File: src/rtl/cpu_pkg.sv
// Shared CPU definitions: loader state encoding and default bus widths,
// used by program_loader, memory and the fetch logic.
package cpu_pkg;

    localparam int DEFAULT_DATA_WIDTH    = 8;
    localparam int DEFAULT_ADDRESS_WIDTH = 8;

    typedef enum logic [2:0] {
        ST_IDLE   = 3'd0,
        ST_HEADER = 3'd1,
        ST_DATA   = 3'd2,
        ST_CHECK  = 3'd3,
        ST_DONE   = 3'd4,
        ST_ERROR  = 3'd5
    } loader_state_t;

    function automatic logic is_receiving(input loader_state_t s);
        return (s == ST_HEADER) || (s == ST_DATA) || (s == ST_CHECK);
    endfunction

endpackage

File: src/rtl/program_loader_byte_checksum.sv
// Modular byte-sum accumulator with synchronous clear and add enable.
// Instantiated by program_loader only when PROGRAM_LOADER_CHECKSUM_EN is defined.
module byte_checksum #(
    parameter int WIDTH = 8
) (
    input  logic             clock,
    input  logic             reset,
    input  logic             clear,
    input  logic             add,
    input  logic [WIDTH-1:0] data,
    output logic [WIDTH-1:0] sum
);

    always_ff @(posedge clock or negedge reset) begin
        if (!reset) begin
            sum <= '0;
        end else if (clear) begin
            sum <= '0;
        end else if (add) begin
            sum <= sum + data;
        end
    end

endmodule

File: src/rtl/program_loader.sv
// Length-prefixed stream loader driving the memory write port from address 0.
// Optional trailing checksum byte: define PROGRAM_LOADER_CHECKSUM_EN.
module program_loader
    import cpu_pkg::*;
#(
    parameter int CELL_COUNT    = 4,
    parameter int ADDRESS_WIDTH = cpu_pkg::DEFAULT_ADDRESS_WIDTH,
    parameter int DATA_WIDTH    = cpu_pkg::DEFAULT_DATA_WIDTH
) (
    input  logic                     clock,
    input  logic                     reset,
    input  logic                     start,
    input  logic [DATA_WIDTH-1:0]    in_data,
    input  logic                     in_valid,
    output logic                     in_ready,
    output logic [ADDRESS_WIDTH-1:0] write_address,
    output logic [DATA_WIDTH-1:0]    write_data,
    output logic                     write_enable,
    output logic                     busy,
    output logic                     done,
    output logic                     error
);

    localparam logic [DATA_WIDTH-1:0] MAX_LEN = DATA_WIDTH'(CELL_COUNT);
    localparam logic [DATA_WIDTH-1:0] ONE     = DATA_WIDTH'(1);

    loader_state_t state;
    loader_state_t state_next;

    logic [DATA_WIDTH-1:0]    remaining;
    logic [ADDRESS_WIDTH-1:0] address;
    logic                     xfer;
    logic                     len_ok;
    logic                     load_len;
    logic                     write_now;

    assign xfer   = in_valid & in_ready;
    assign len_ok = (in_data != '0) && (in_data <= MAX_LEN);

`ifdef PROGRAM_LOADER_CHECKSUM_EN
    logic [DATA_WIDTH-1:0] sum;

    byte_checksum #(
        .WIDTH (DATA_WIDTH)
    ) u_checksum (
        .clock (clock),
        .reset (reset),
        .clear (load_len),
        .add   (write_now),
        .data  (in_data),
        .sum   (sum)
    );
`endif

    always_comb begin
        state_next = state;
        load_len   = 1'b0;
        write_now  = 1'b0;
        unique case (state)
            ST_IDLE, ST_DONE, ST_ERROR: begin
                if (start) state_next = ST_HEADER;
            end
            ST_HEADER: begin
                if (xfer) begin
                    load_len   = len_ok;
                    state_next = len_ok ? ST_DATA : ST_ERROR;
                end
            end
            ST_DATA: begin
                if (xfer) begin
                    write_now = 1'b1;
`ifdef PROGRAM_LOADER_CHECKSUM_EN
                    if (remaining == ONE) state_next = ST_CHECK;
`else
                    if (remaining == ONE) state_next = ST_DONE;
`endif
                end
            end
`ifdef PROGRAM_LOADER_CHECKSUM_EN
            ST_CHECK: begin
                if (xfer) state_next = (in_data == sum) ? ST_DONE : ST_ERROR;
            end
`endif
            default: state_next = ST_IDLE;
        endcase
    end

    // Status outputs are registered from the next state so they
    // change in the same edge as the state itself.
    always_ff @(posedge clock or negedge reset) begin
        if (!reset) begin
            state    <= ST_IDLE;
            in_ready <= 1'b0;
            busy     <= 1'b0;
            done     <= 1'b0;
            error    <= 1'b0;
        end else begin
            state    <= state_next;
            in_ready <= is_receiving(state_next);
            busy     <= is_receiving(state_next);
            done     <= (state_next == ST_DONE);
            error    <= (state_next == ST_ERROR);
        end
    end

    always_ff @(posedge clock or negedge reset) begin
        if (!reset) begin
            remaining <= '0;
            address   <= '0;
        end else if (load_len) begin
            remaining <= in_data;
            address   <= '0;
        end else if (write_now) begin
            remaining <= remaining - ONE;
            address   <= address + 1'b1;
        end
    end

    always_ff @(posedge clock or negedge reset) begin
        if (!reset) begin
            write_enable  <= 1'b0;
            write_address <= '0;
            write_data    <= '0;
        end else begin
            write_enable <= write_now;
            if (write_now) begin
                write_address <= address;
                write_data    <= in_data;
            end
        end
    end

endmodule

File: config.mk
export PLATFORM = sky130hd
export DESIGN_NAME = program_loader
export DESIGN_NICKNAME = d
export VERILOG_FILES = /design/src/rtl/cpu_pkg.sv /design/src/rtl/program_loader_byte_checksum.sv /design/src/rtl/program_loader.sv
export SDC_FILE = /design/constraint.sdc
export NUM_CORES = 1
export LEC_CHECK = 0
export BUFFER_PORTS_ARGS = -buffer_cell sky130_fd_sc_hd__buf_2
export CAP_MARGIN = 20
export CORE_MARGIN = 2
export CORE_UTILIZATION = 38
export CTS_CLUSTER_DIAMETER = 40
export DETAILED_ROUTE_END_ITERATION = 10
export PLACE_DENSITY = 0.56
export SETUP_SLACK_MARGIN = 0.1
export SLEW_MARGIN = 40
export SYNTH_ARGS = -nofsm -noshare
export SYNTH_HDL_FRONTEND = slang
export SYNTH_SLANG_ARGS = --single-unit
File: constraint.sdc
create_clock -name clock -period 1.9 [get_ports clock]
set_clock_uncertainty 0.05 [all_clocks]
set_input_delay 0.19 -clock clock [delete_from_list [all_inputs] [get_ports clock]]
set_output_delay 0.19 -clock clock [all_outputs]
set_load 0.02 [all_outputs]
# After elaboration in Yosys (flattened, before gate mapping)
# Cells that the tools add are included.
# classes
addsub	2
n_lt_le_gt_ge	1
eq_ne	10
mux	14
n_bitwise	1
n_reduce_logical	7
# op_table
cell	count
8-bit two-way mux	4
3-bit two-way mux	5
3-bit == test (second input constant)	4
3-bit by 2-bit == test with 1-bit output (second input constant)	3
3-bit one-hot mux with 3 select lines	1
8-bit by 1-bit adder with 8-bit output (second input constant)	1
8-bit by 1-bit == test with 1-bit output (second input constant)	1
8-bit by 3-bit less-or-equal comparator with 1-bit output (second input constant)	1
8-bit nonzero test	1
8-bit by 1-bit subtractor with 8-bit output (second input constant)	1
3-bit by 1-bit == test with 1-bit output (second input constant)	2
1-bit two-way mux	4
3-bit logical NOT	1
3-bit OR reduction	1
1-bit logical OR	2
2-bit nonzero test	1
1-bit bitwise AND	1
1-bit logical AND	1
# word_totals
reg_bits	39
inputBits	12
output_inout_bits	21
elab_cells	44

# Depth between registers and ports, before layout
# Gate-level depths: netlist (run 1).
# logic_depth
ltp_word	8
depth_mapped	7
depth_no_buf	5

# Worst setup path before layout (run 1)
# OpenSTA, ideal clock, no wires.
# synth_path
path_kind	register to register
from	reg remaining[2]
to	reg remaining[7]
setup_ns	0.124
t_arrival_ns	1.682
required_time_ns	1.726
path_slack_ns	0.044
stages_incl_launch_ff	5
n_path_buf	0
synth_period_minus_slack_ns	1.856
cell_sequence	dfrtp_1 -> or3_4 -> or4_4 -> and3_4 -> a211o_1
# synth_between
elab_chain_cells	3
# synth_rtl
item	line_no	rtl
from (decl)	program_loader.sv:30	logic [DATA_WIDTH-1:0] remaining;
from (signal assigned)	program_loader.sv:111	remaining <= in_data;
from (signal assigned)	program_loader.sv:114	remaining <= remaining - ONE;
8-bit by 1-bit subtractor with 8-bit output	program_loader.sv:114	
8-bit two-way mux	program_loader.sv:113	end else if (write_now) begin
8-bit two-way mux	program_loader.sv:110	end else if (load_len) begin
# Every way passes these cells. The select of a mux whose other input is x is not followed.
# A chain may end at the register's enable or synchronous reset.

# Final worst setup path (run 1)
# layout_path
from	reg remaining[4]
to	reg remaining[7]
# Same word-level chain as after synthesis.

==> out/results.tsv, run 1 <==
stage	metric	value	unit
status	status	completed	
global_route	largest net degree at the start of global routing	40	
timing	fmax	0.5558	GHz
timing	unrepaired setup endpoints after global routing	true	
synthesis	Yosys top cell area share	53.61	%
synthesis	Post-synth ARST share	100.0	%
timing	final setup vio count	0	
worst_setup_path	Worst setup EP type	flip-flop	
worst_setup_path	critical path required time	2.03	ns
floorplanning	IO Count	33	
synthesis	Synth Area in Simple Gates	26.80	%
floorplanning	Die Height	73.22	um
place	DP Worst Slack	0.03068	ns
timing	Min Clock Period, post-route	1.799	ns
routing	DR iter-0 viols	70	
timing	max-slew violations	0	
routing	first drt pass iteration count	4	
power_and_ir_drop	Lkg Pwr	1.159	nW
routing	via count	1460	
global_route	first-pass GRT wire length	6.320	mm
cts	Num CTS Buffers	5	
worst_setup_path	critical path type	flip-flop to flip-flop	
power_and_ir_drop	worst vdd ir	0.3767	mV
synthesis	Adder-Cell Fraction of Synth Area	2.062	%
cts	Clk Latency, worst-skew pair	0.29	ns
synthesis	mux cell area share after synthesis	0	%
global_route	vias in the first global route	1316	
timing	Sum Neg Setup Slack	0	ns
cts	clock sink total	39	
floorplanning	die width	73.22	um
finish	fraction of layout cells with a size suffix above 1	27.85	%
synthesis	most frequent cell after synthesis	nand2_1	
worst_setup_path	critical path launch point type	flip-flop	
synthesis	Yosys reg bits	39	
synthesis	sequential share of the synthesized area	53.61	%
floorplanning	site row count	25	
finish	fillcell total	448	
timing	Worst Setup Slack, final	0.1008	ns
routing	wire per inst	13.54	um
finish	final instance area	2262	um^2
timing	Tightest Pin Transition	0.4898	ns
place	Detail Placement HPWL	2.776	mm
routing	# DRC	0	
timing	slew margin rel.	67.35	%
worst_setup_path	critical-path maximum fanout	4	
worst_hold_path	Hold Crit Class	input pin to flip-flop	
worst_setup_path	Worst EP arrival	1.93	ns
cts	CTS tree	done	
global_route	GRT Total Usage	15.49	%
synthesis	number of flops mapped to enable cells by yosys	0	
synthesis	number of distinct library cells after synthesis	40	
cts	Clock Root Buffer	clkbuf_8	
synthesis	largest family of logic cells by synthesized area	simple AND/OR/NAND/NOR gates	
timing	Fin. Hold Viols	0	
place	GP Congestion	0.8257	
synthesis	syn_area_per_cell	9.482	um^2
synthesis	Ys Warns	0	
cts	clk buf depth	2	
cts	H-tree depth	2	
routing	total wire length	3.940	mm
routing	routed vias/inst	5.017	
cts	CTS clock-pin slew for the worst setup and hold paths	0.08	ns
synthesis	post-synthesis compound-gate area fraction	10.03	%
synthesis	Syn Nets	207	
run	Max Cap Viol	0	
finish	Layout Area Growth over Synthesis	24.26	%
finish	number of antenna diodes	0	
synthesis	ys flop type	dfrtp_1	
synthesis	Netlist Area Pre-Place	1820	um^2
place	port buffer count	32	
power_and_ir_drop	Power Density	858.4	nW/um^2
routing	ANT nets after route	0	
floorplanning	Core Box Area	4661	um^2
floorplanning	Initial Util	39.06	%
synthesis	synth cell count leaders	55 x nand2_1, 39 x dfrtp_1, 15 x nor2_1	
synthesis	Post-Synth XOR/XNOR Area	4.330	%
global_route	initial antenna violation count	0	
finish	Nets	251	
timing	fin crit share	94.70	%
synthesis	largest area contributor in the netlist	dfrtp_1	
place	DP Area	2101	um^2
global_route	gr ovfl total	0	
synthesis	cells after synthesis	192	
floorplanning	die area	5360	um^2
synthesis	Synth area leaders	dfrtp_1 54%, nand2_1 11%, xnor2_1 3.4%	
## registers in the layout, indices dropped and copies added (netlist names)
register and flops:
done 1, write_address 8, busy 1, write_enable 1, state 3, remaining 8, address 8, error 1
write_data 8
## final timing paths
check	start	endpoint	slack, ns	depth (start not counted)
setup / recovery	remaining[4]	remaining[7]	0.10	4
hold / removal	in_data[4]	write_data[4]	0.05	3
setup reg to reg	remaining[4]	remaining[7]	0.10	4
hold reg to reg	write_address[4]	write_address[4]	0.42	2
max in group asynchronous	reset	error	1.03	3
min in group asynchronous	reset	write_data[3]	0.42	3
## cell families after synthesis
logic type	Yosys count
xor+xnor	9
simple gates	102
fa+ha+maj	3
compound gates	25
buf+inv	14
flops	39
## metal layers
layer	vias up	global-route usage (%)	routed length (um)
met2	34	23.12	1717
met3	8	2.901	149
met5	-	0	0
met1	684	21.86	1995
li1	734	-	-
met4	0	6.790	76
## cell usage in the layout (no fill, tap or decap), types with 2 or more instances in the layout
master	netlist	layout
dfrtp_1	39	39
nor3b_1	2	2
nor4_1	3	3
ha_1	3	3
inv_1	6	6
o211ai_1	5	5
or4_4	1	2
nand2_1	55	54
o21a_1	3	3
xnor2_1	7	7
nor3_1	5	5
nand4_1	2	2
clkbuf_8	0	6
a21oi_1	2	2
and2_1	2	2
nor2_1	15	15
buf_4	1	10
xor2_1	2	2
or2_2	3	3
nand3_1	5	5
buf_2	1	32
o21ai_0	5	5
## final cells by class
class                   count  area, um^2  area share, %
repair buffers             45       280.3          12.39
well taps                  54       67.56          2.987
clock buffers               6       82.58          3.650
inverters                   6       22.52         0.9956
clock inverters             2       35.03          1.549
multi-input cells         139       798.3          35.29
flip-flops and latches     39       975.9          43.14
## through the flow
step,cells,total power [mW],hold slack (ns),util (%)
2_1_floorplan,192,1.108,-0.1556,-
3_3_place_gp,280,1.225,0.2242,45.07
3_5_place_dp,280,1.224,0.2236,45.07
4_1_cts,289,1.952,0.04513,48.03
5_1_grt,291,2.020,0.06329,48.54
6_report,291,1.942,0.04856,48.54
## power breakdown
group | total, mW | internal, mW | switching [mW]
sequential | 0.919 | 0.881 | 0.0376
clock | 0.721 | 0.425 | 0.296
combinational | 0.302 | 0.122 | 0.180
total | 1.94 | 1.43 | 0.514
## worst max-delay path, cell delays in order, from the launching register on
cell     delay, ns
dfrtp_1       0.40
or3_4         0.41
or4_4         0.42
and3_4        0.18
a211o_1       0.22
## what timing repair did
| item | CTS | global route |
|---|---|---|
| pin swaps | 0 | 3 |
| gates resized for setup | 2 | 3 |
| setup endpoints to repair | 3 | 4 |
| hold buffers | 1 | 0 |
| buffers inserted | 0 | 2 |
| endpoints found under the hold margin | 39 | 0 |
Note: power is estimated with default switching activity, not from simulation.
==> run 2: changes to the inputs <==
Settings changed: BUFFER_PORTS_ARGS -buffer_cell sky130_fd_sc_hd__buf_2 to -buffer_cell sky130_fd_sc_hd__buf_4, CTS_BUF_LIST set to sky130_fd_sc_hd__clkbuf_4, PLACE_DENSITY 0.56 to 0.54.
Clock period 1.9 ns to 1.71 ns, I/O delays scaled along.
==> run 2 against run 1 <==
Against the previous run:
- the run now ends with hold timing, setup timing left
- utilization is 9.9 points higher
- clock power is 16% lower
- maximum frequency is 3.0% higher
- critical endpoint unchanged
==> out/results.tsv, run 2 (synthesized netlist as in run 1, its figures left out) <==
stage	metric	value	unit
status	status	finished, violations left	
status	violated checks	hold timing, setup timing	
floorplanning	Initial Util	39.06	%
floorplanning	die area	5360	um^2
place	DP Area	2236	um^2
finish	number of antenna diodes	0	
timing	Tightest Pin Transition	0.4888	ns
timing	Fin. Hold Viols	1	
finish	FF/Latch Area	975.9	um^2
routing	via count	1610	
worst_setup_path	critical path type	flip-flop to flip-flop	
timing	fmax	0.5722	GHz
place	DP Worst Slack	-0.06066	ns
run	Max Cap Viol	0	
routing	routed vias/inst	5.127	
cts	CTS clock-pin slew for the worst setup and hold paths	0.12	ns
worst_hold_path	Hold Crit Class	input pin to flip-flop	
finish	fillcell total	419	
finish	Final Non-Filler Cells	314	
global_route	largest net degree at the start of global routing	40	
floorplanning	Core Box Area	4661	um^2
floorplanning	IO Count	33	
cts	Num CTS Buffers	5	
cts	clock sink total	39	
finish	area of the multi-input gates	1008	um^2
timing	fin crit share	102.2	%
timing	Min Hold Slack	-0.003676	ns
global_route	vias in the first global route	1509	
finish	final instance area	2721	um^2
finish	most frequent cells in the layout	54 x nand2_1, 54 x buf_4, 39 x dfrtp_1, 9 x nor2_4, 7 x dlygate4sd3_1	
timing	Sum Neg Setup Slack	-0.03766	ns
cts	H-tree depth	2	
power_and_ir_drop	Power Density	773.4	nW/um^2
global_route	first-pass GRT wire length	7.210	mm
timing	Worst Setup Slack, final	-0.03766	ns
cts	Clock Root Buffer	clkbuf_4	
routing	total wire length	4.672	mm
global_route	gr ovfl total	0	
worst_setup_path	Worst EP arrival	1.94	ns
cts	Clk Latency, worst-skew pair	0.34	ns
finish	post-layout utilization of the core	58.39	%
routing	DR iter-0 viols	101	
cts	clk buf depth	2	
routing	wire per inst	14.88	um
place	Detail Placement HPWL	2.994	mm
global_route	initial antenna violation count	0	
place	placed insts	289	
worst_setup_path	slowest cell on the critical path	or4_4	
worst_setup_path	critical path's largest stage delay	0.42	ns
floorplanning	Die Height	73.22	um
power_and_ir_drop	worst vdd ir	0.7493	mV
worst_setup_path	Worst setup EP type	flip-flop	
timing	Min Clock Period, post-route	1.748	ns
place	GP Congestion	0.7774	
timing	unrepaired setup endpoints after global routing	true	
worst_setup_path	critical path, cell by cell	or3_4 > or4_4 > and3_4 > a211o_1	
routing	ANT nets after route	0	
worst_setup_path	critical path required time	1.90	ns
worst_setup_path	critical path launch point type	flip-flop	
floorplanning	site row count	25	
global_route	GRT Total Usage	17.83	%
timing	final setup vio count	1	
power_and_ir_drop	Lkg Pwr	1.299	nW
timing	max-slew violations	0	
timing	slew margin rel.	67.35	%
cts	CTS tree	done	
worst_setup_path	critical-path maximum fanout	2	
place	port buffer count	32	
power_and_ir_drop	Tot Pwr	2.105	mW
finish	Layout Area Growth over Synthesis	49.48	%
routing	# DRC	0	
finish	Nets	274	
routing	first drt pass iteration count	4	
finish	fraction of layout cells with a size suffix above 1	42.31	%
floorplanning	die width	73.22	um
[run 2: changes by cell type in the layout (fill, tap and decap cells not counted), sizes merged]
cell         change
inv              -1
clkinv           +1
clkbuf           -1
dlygate4sd3      +6
buf             +17
clkinvlp         +1
[run 2: timing repair]
item	in CTS	in global routing
hold buffers	7	0
resized for setup	21	41
setup endpoints to repair	22	35
setup buffers	2	8
endpoints found under the hold margin	45	0
pin swaps	4	19
[run 2: metal layers]
| layer | up-vias | GRT usage (%) | wire, um |
|---|---|---|---|
| li1 | 785 | - | - |
| met1 | 792 | 22.83 | 2077 |
| met2 | 29 | 29.63 | 2405 |
| met3 | 4 | 4.420 | 158 |
| met4 | 0 | 5.556 | 31 |
| met5 | - | 0 | 0 |
[run 2: cell type report]
cell class              instances  area share [%]
multi-input cells             139           37.06
flip-flops and latches         39           35.86
repair buffers                 68           20.83
well taps                      54           2.483
clock inverters                 3           1.425
clock buffers                   5           1.379
inverters                       6          0.9655
[run 2: power breakdown]
| group | total [mW] | internal, mW | switching [mW] | leakage (nW) |
|---|---|---|---|---|
| clock | 0.604 | 0.301 | 0.303 | 0.0426 |
| sequential | 1.03 | 0.979 | 0.0523 | 0.520 |
| combinational | 0.469 | 0.226 | 0.244 | 0.737 |
[run 2: worst paths after layout]
kind / end / cells after the start / slack (ns) / start
worst min register to register: write_address[1] / 2 / 0.44 / write_address[1]
worst min-delay path: write_data[5] / 3 / -0.004 / in_data[5]
max in group asynchronous: done / 2 / 0.99 / reset
worst max register to register: remaining[7] / 4 / -0.04 / remaining[2]
min in group asynchronous: write_data[6] / 2 / 0.27 / reset
worst max-delay path: remaining[7] / 4 / -0.04 / remaining[2]
[run 2: critical path: cells and delay by family, from the launching register on]
| family | cells | cell delay (ns) |
|---|---|---|
| flip-flops | 1 | 0.39 |
| AND/OR/NAND/NOR | 3 | 0.99 |
| AO/OA/AOI/OAI | 1 | 0.22 |
==> run 3: changes to the inputs <==
Settings changed: MAX_ROUTING_LAYER set to met4, PLACE_DENSITY 0.54 to 0.67.
==> run 3 against run 2 <==
Against the previous run:
- the run ends with setup timing left
- non-clock buffer count grew 5
- utilization grew 0.99 points
- design area grew 1.7%
- cell count grew 1.6%
- via count grew 5.0%
- maximum frequency shrank 1.2%
- setup slack lost 0.022 ns
- global-route usage grew 0.31 points
- power grew 3.3%
- largest cell class unchanged
==> out/results.tsv, run 3 (synthesized netlist as in run 1, its figures left out) <==
stage	metric	value	unit
status	status	finished, violations left	
status	violated checks	setup timing	
timing	Min Clock Period, post-route	1.769	ns
place	GP Congestion	0.8426	
power_and_ir_drop	Tot Pwr	2.173	mW
timing	Min Hold Slack	0.07631	ns
cts	clk buf depth	2	
power_and_ir_drop	Sw Ratio	29.83	%
timing	unrepaired setup endpoints after global routing	true	
finish	Nets	279	
power_and_ir_drop	Int Pwr	1.525	mW
floorplanning	IO Count	33	
power_and_ir_drop	Lkg Pwr	1.377	nW
worst_hold_path	Hold Crit Class	input pin to flip-flop	
finish	most frequent cells in the layout	58 x buf_4, 54 x nand2_1, 38 x dfrtp_1, 9 x nor2_1, 6 x dlygate4sd3_1	
worst_setup_path	critical path launch point type	flip-flop	
routing	ANT nets after route	0	
routing	via count	1690	
global_route	initial antenna violation count	0	
cts	Clock Root Buffer	clkbuf_4	
run	Max Cap Viol	0	
power_and_ir_drop	Gate power share	22.5	%
timing	Tightest Pin Transition	0.5081	ns
floorplanning	Core Box Area	4661	um^2
global_route	largest net degree at the start of global routing	40	
worst_setup_path	Worst setup EP type	flip-flop	
routing	DR iter-0 viols	115	
power_and_ir_drop	worst vdd ir	0.6253	mV
power_and_ir_drop	Flop pwr share	47.7	%
worst_setup_path	critical path type	flip-flop to flip-flop	
cts	H-tree depth	2	
cts	Clk Latency, worst-skew pair	0.36	ns
routing	# DRC	0	
timing	final setup vio count	5	
timing	Fin. Hold Viols	0	
worst_setup_path	critical path required time	1.93	ns
global_route	gr ovfl total	0	
global_route	first-pass GRT wire length	7.169	mm
cts	Num CTS Buffers	5	
routing	routed vias/inst	5.298	
routing	wire per inst	15.07	um
timing	fin crit share	103.5	%
power_and_ir_drop	Clk pwr share	29.8	%
floorplanning	site row count	25	
timing	fmax	0.5652	GHz
finish	number of antenna diodes	0	
routing	first drt pass iteration count	4	
power_and_ir_drop	Power Density	785.2	nW/um^2
finish	leading cell type in the layout, fill and taps excluded	buf_4	
timing	Worst Setup Slack, final	-0.05942	ns
routing	total wire length	4.807	mm
place	Detail Placement HPWL	2.935	mm
cts	CTS tree	done	
worst_setup_path	Worst EP arrival	1.99	ns
timing	max-slew violations	0	
place	port buffer count	32	
finish	Layout Area Growth over Synthesis	52.03	%
cts	CTS clock-pin slew for the worst setup and hold paths	0.13	ns
global_route	GRT Total Usage	18.14	%
finish	fraction of layout cells with a size suffix above 1	42.26	%
worst_setup_path	critical-path maximum fanout	5	
timing	slew margin rel.	66.04	%
global_route	vias in the first global route	1492	
floorplanning	Die Height	73.22	um
floorplanning	die width	73.22	um
floorplanning	Initial Util	39.06	%
cts	clock sink total	39	
floorplanning	die area	5360	um^2
power_and_ir_drop	switching pwr	648.3	uW
[run 3: cell count changes in the layout (fill, tap and decap cells not counted), moves of 2 or more]
cell,previous run,this run
xnor2_1,3,5
xnor2_2,4,2
buf_4,54,58
nor3_4,0,2
nor2_1,5,9
nor2_4,9,4
or4_2,0,2
buf_12,1,3
or4_4,3,1
[run 3: power groups by stage]
stage	Sequential [mW]	Combinational, mW	Clock (mW)
floorplan	1.07	0.162	0
global placement	1.04	0.369	0
detailed placement	1.04	0.374	0
CTS	1.03	0.410	0.652
global route	1.05	0.527	0.688
finish	1.04	0.489	0.647
[run 3: area by class of cell]
type	instances	area, um^2
sequential	39	977.2
inverter	6	22.52
clock inverter	3	43.79
timing repair buffer	73	640.6
clock buffer	5	37.54
fill	390	1893
multi-input combinational	139	978.4
tap	54	67.56
[run 3: worst max-delay path, cell delays in order (launching register included)]
cell     delay, ns
dfrtp_1       0.41
or3_4         0.39
or4_4         0.42
and3_4        0.18
a211o_1       0.22
[run 3: repair_timing]
item | in CTS | in global routing
pin swaps | 4 | 14
setup buffers | 3 | 11
resized for setup | 12 | 41
endpoints found under the hold margin | 44 | 0
hold buffers | 6 | 0
cloned | 0 | 1
endpoints found under the setup margin | 23 | 18
[run 3: stage by stage]
stage / instance area [um^2] / setup TNS, ns / utilization (%) / std cells / worst slack (ns)
6_report: 2768 / -0.1227 / 59.38 / 319 / -0.05942
5_1_grt: 2768 / -0.6088 / 59.38 / 319 / -0.1050
4_1_cts: 2465 / -0.06887 / 52.89 / 307 / -0.06887
3_5_place_dp: 2256 / -0.6800 / 48.40 / 290 / -0.07342
3_3_place_gp: 2256 / -0.7363 / 48.40 / 290 / -0.07391
2_1_floorplan: 1824 / -0.05094 / - / 192 / -0.05094
[run 3: routing by layer]
metal	global-route usage (%)	wire, um
met5	-	0
met3	4.282	304
met4	7.407	80
met1	24.58	2049
met2	26.03	2374
[run 3: final timing paths]
| kind | slack [ns] | depth (start not counted) | startpoint | end |
|---|---|---|---|---|
| max in group asynchronous | 1.00 | 2 | reset | state[2] |
| worst min-delay path | 0.08 | 3 | in_data[2] | write_data[2] |
| worst min register to register | 0.43 | 2 | write_address[7] | write_address[7] |
| min in group asynchronous | 0.24 | 2 | reset | remaining[0] |
| worst max register to register | -0.06 | 4 | remaining[4] | remaining[7] |
| worst max-delay path | -0.06 | 4 | remaining[4] | remaining[7] |
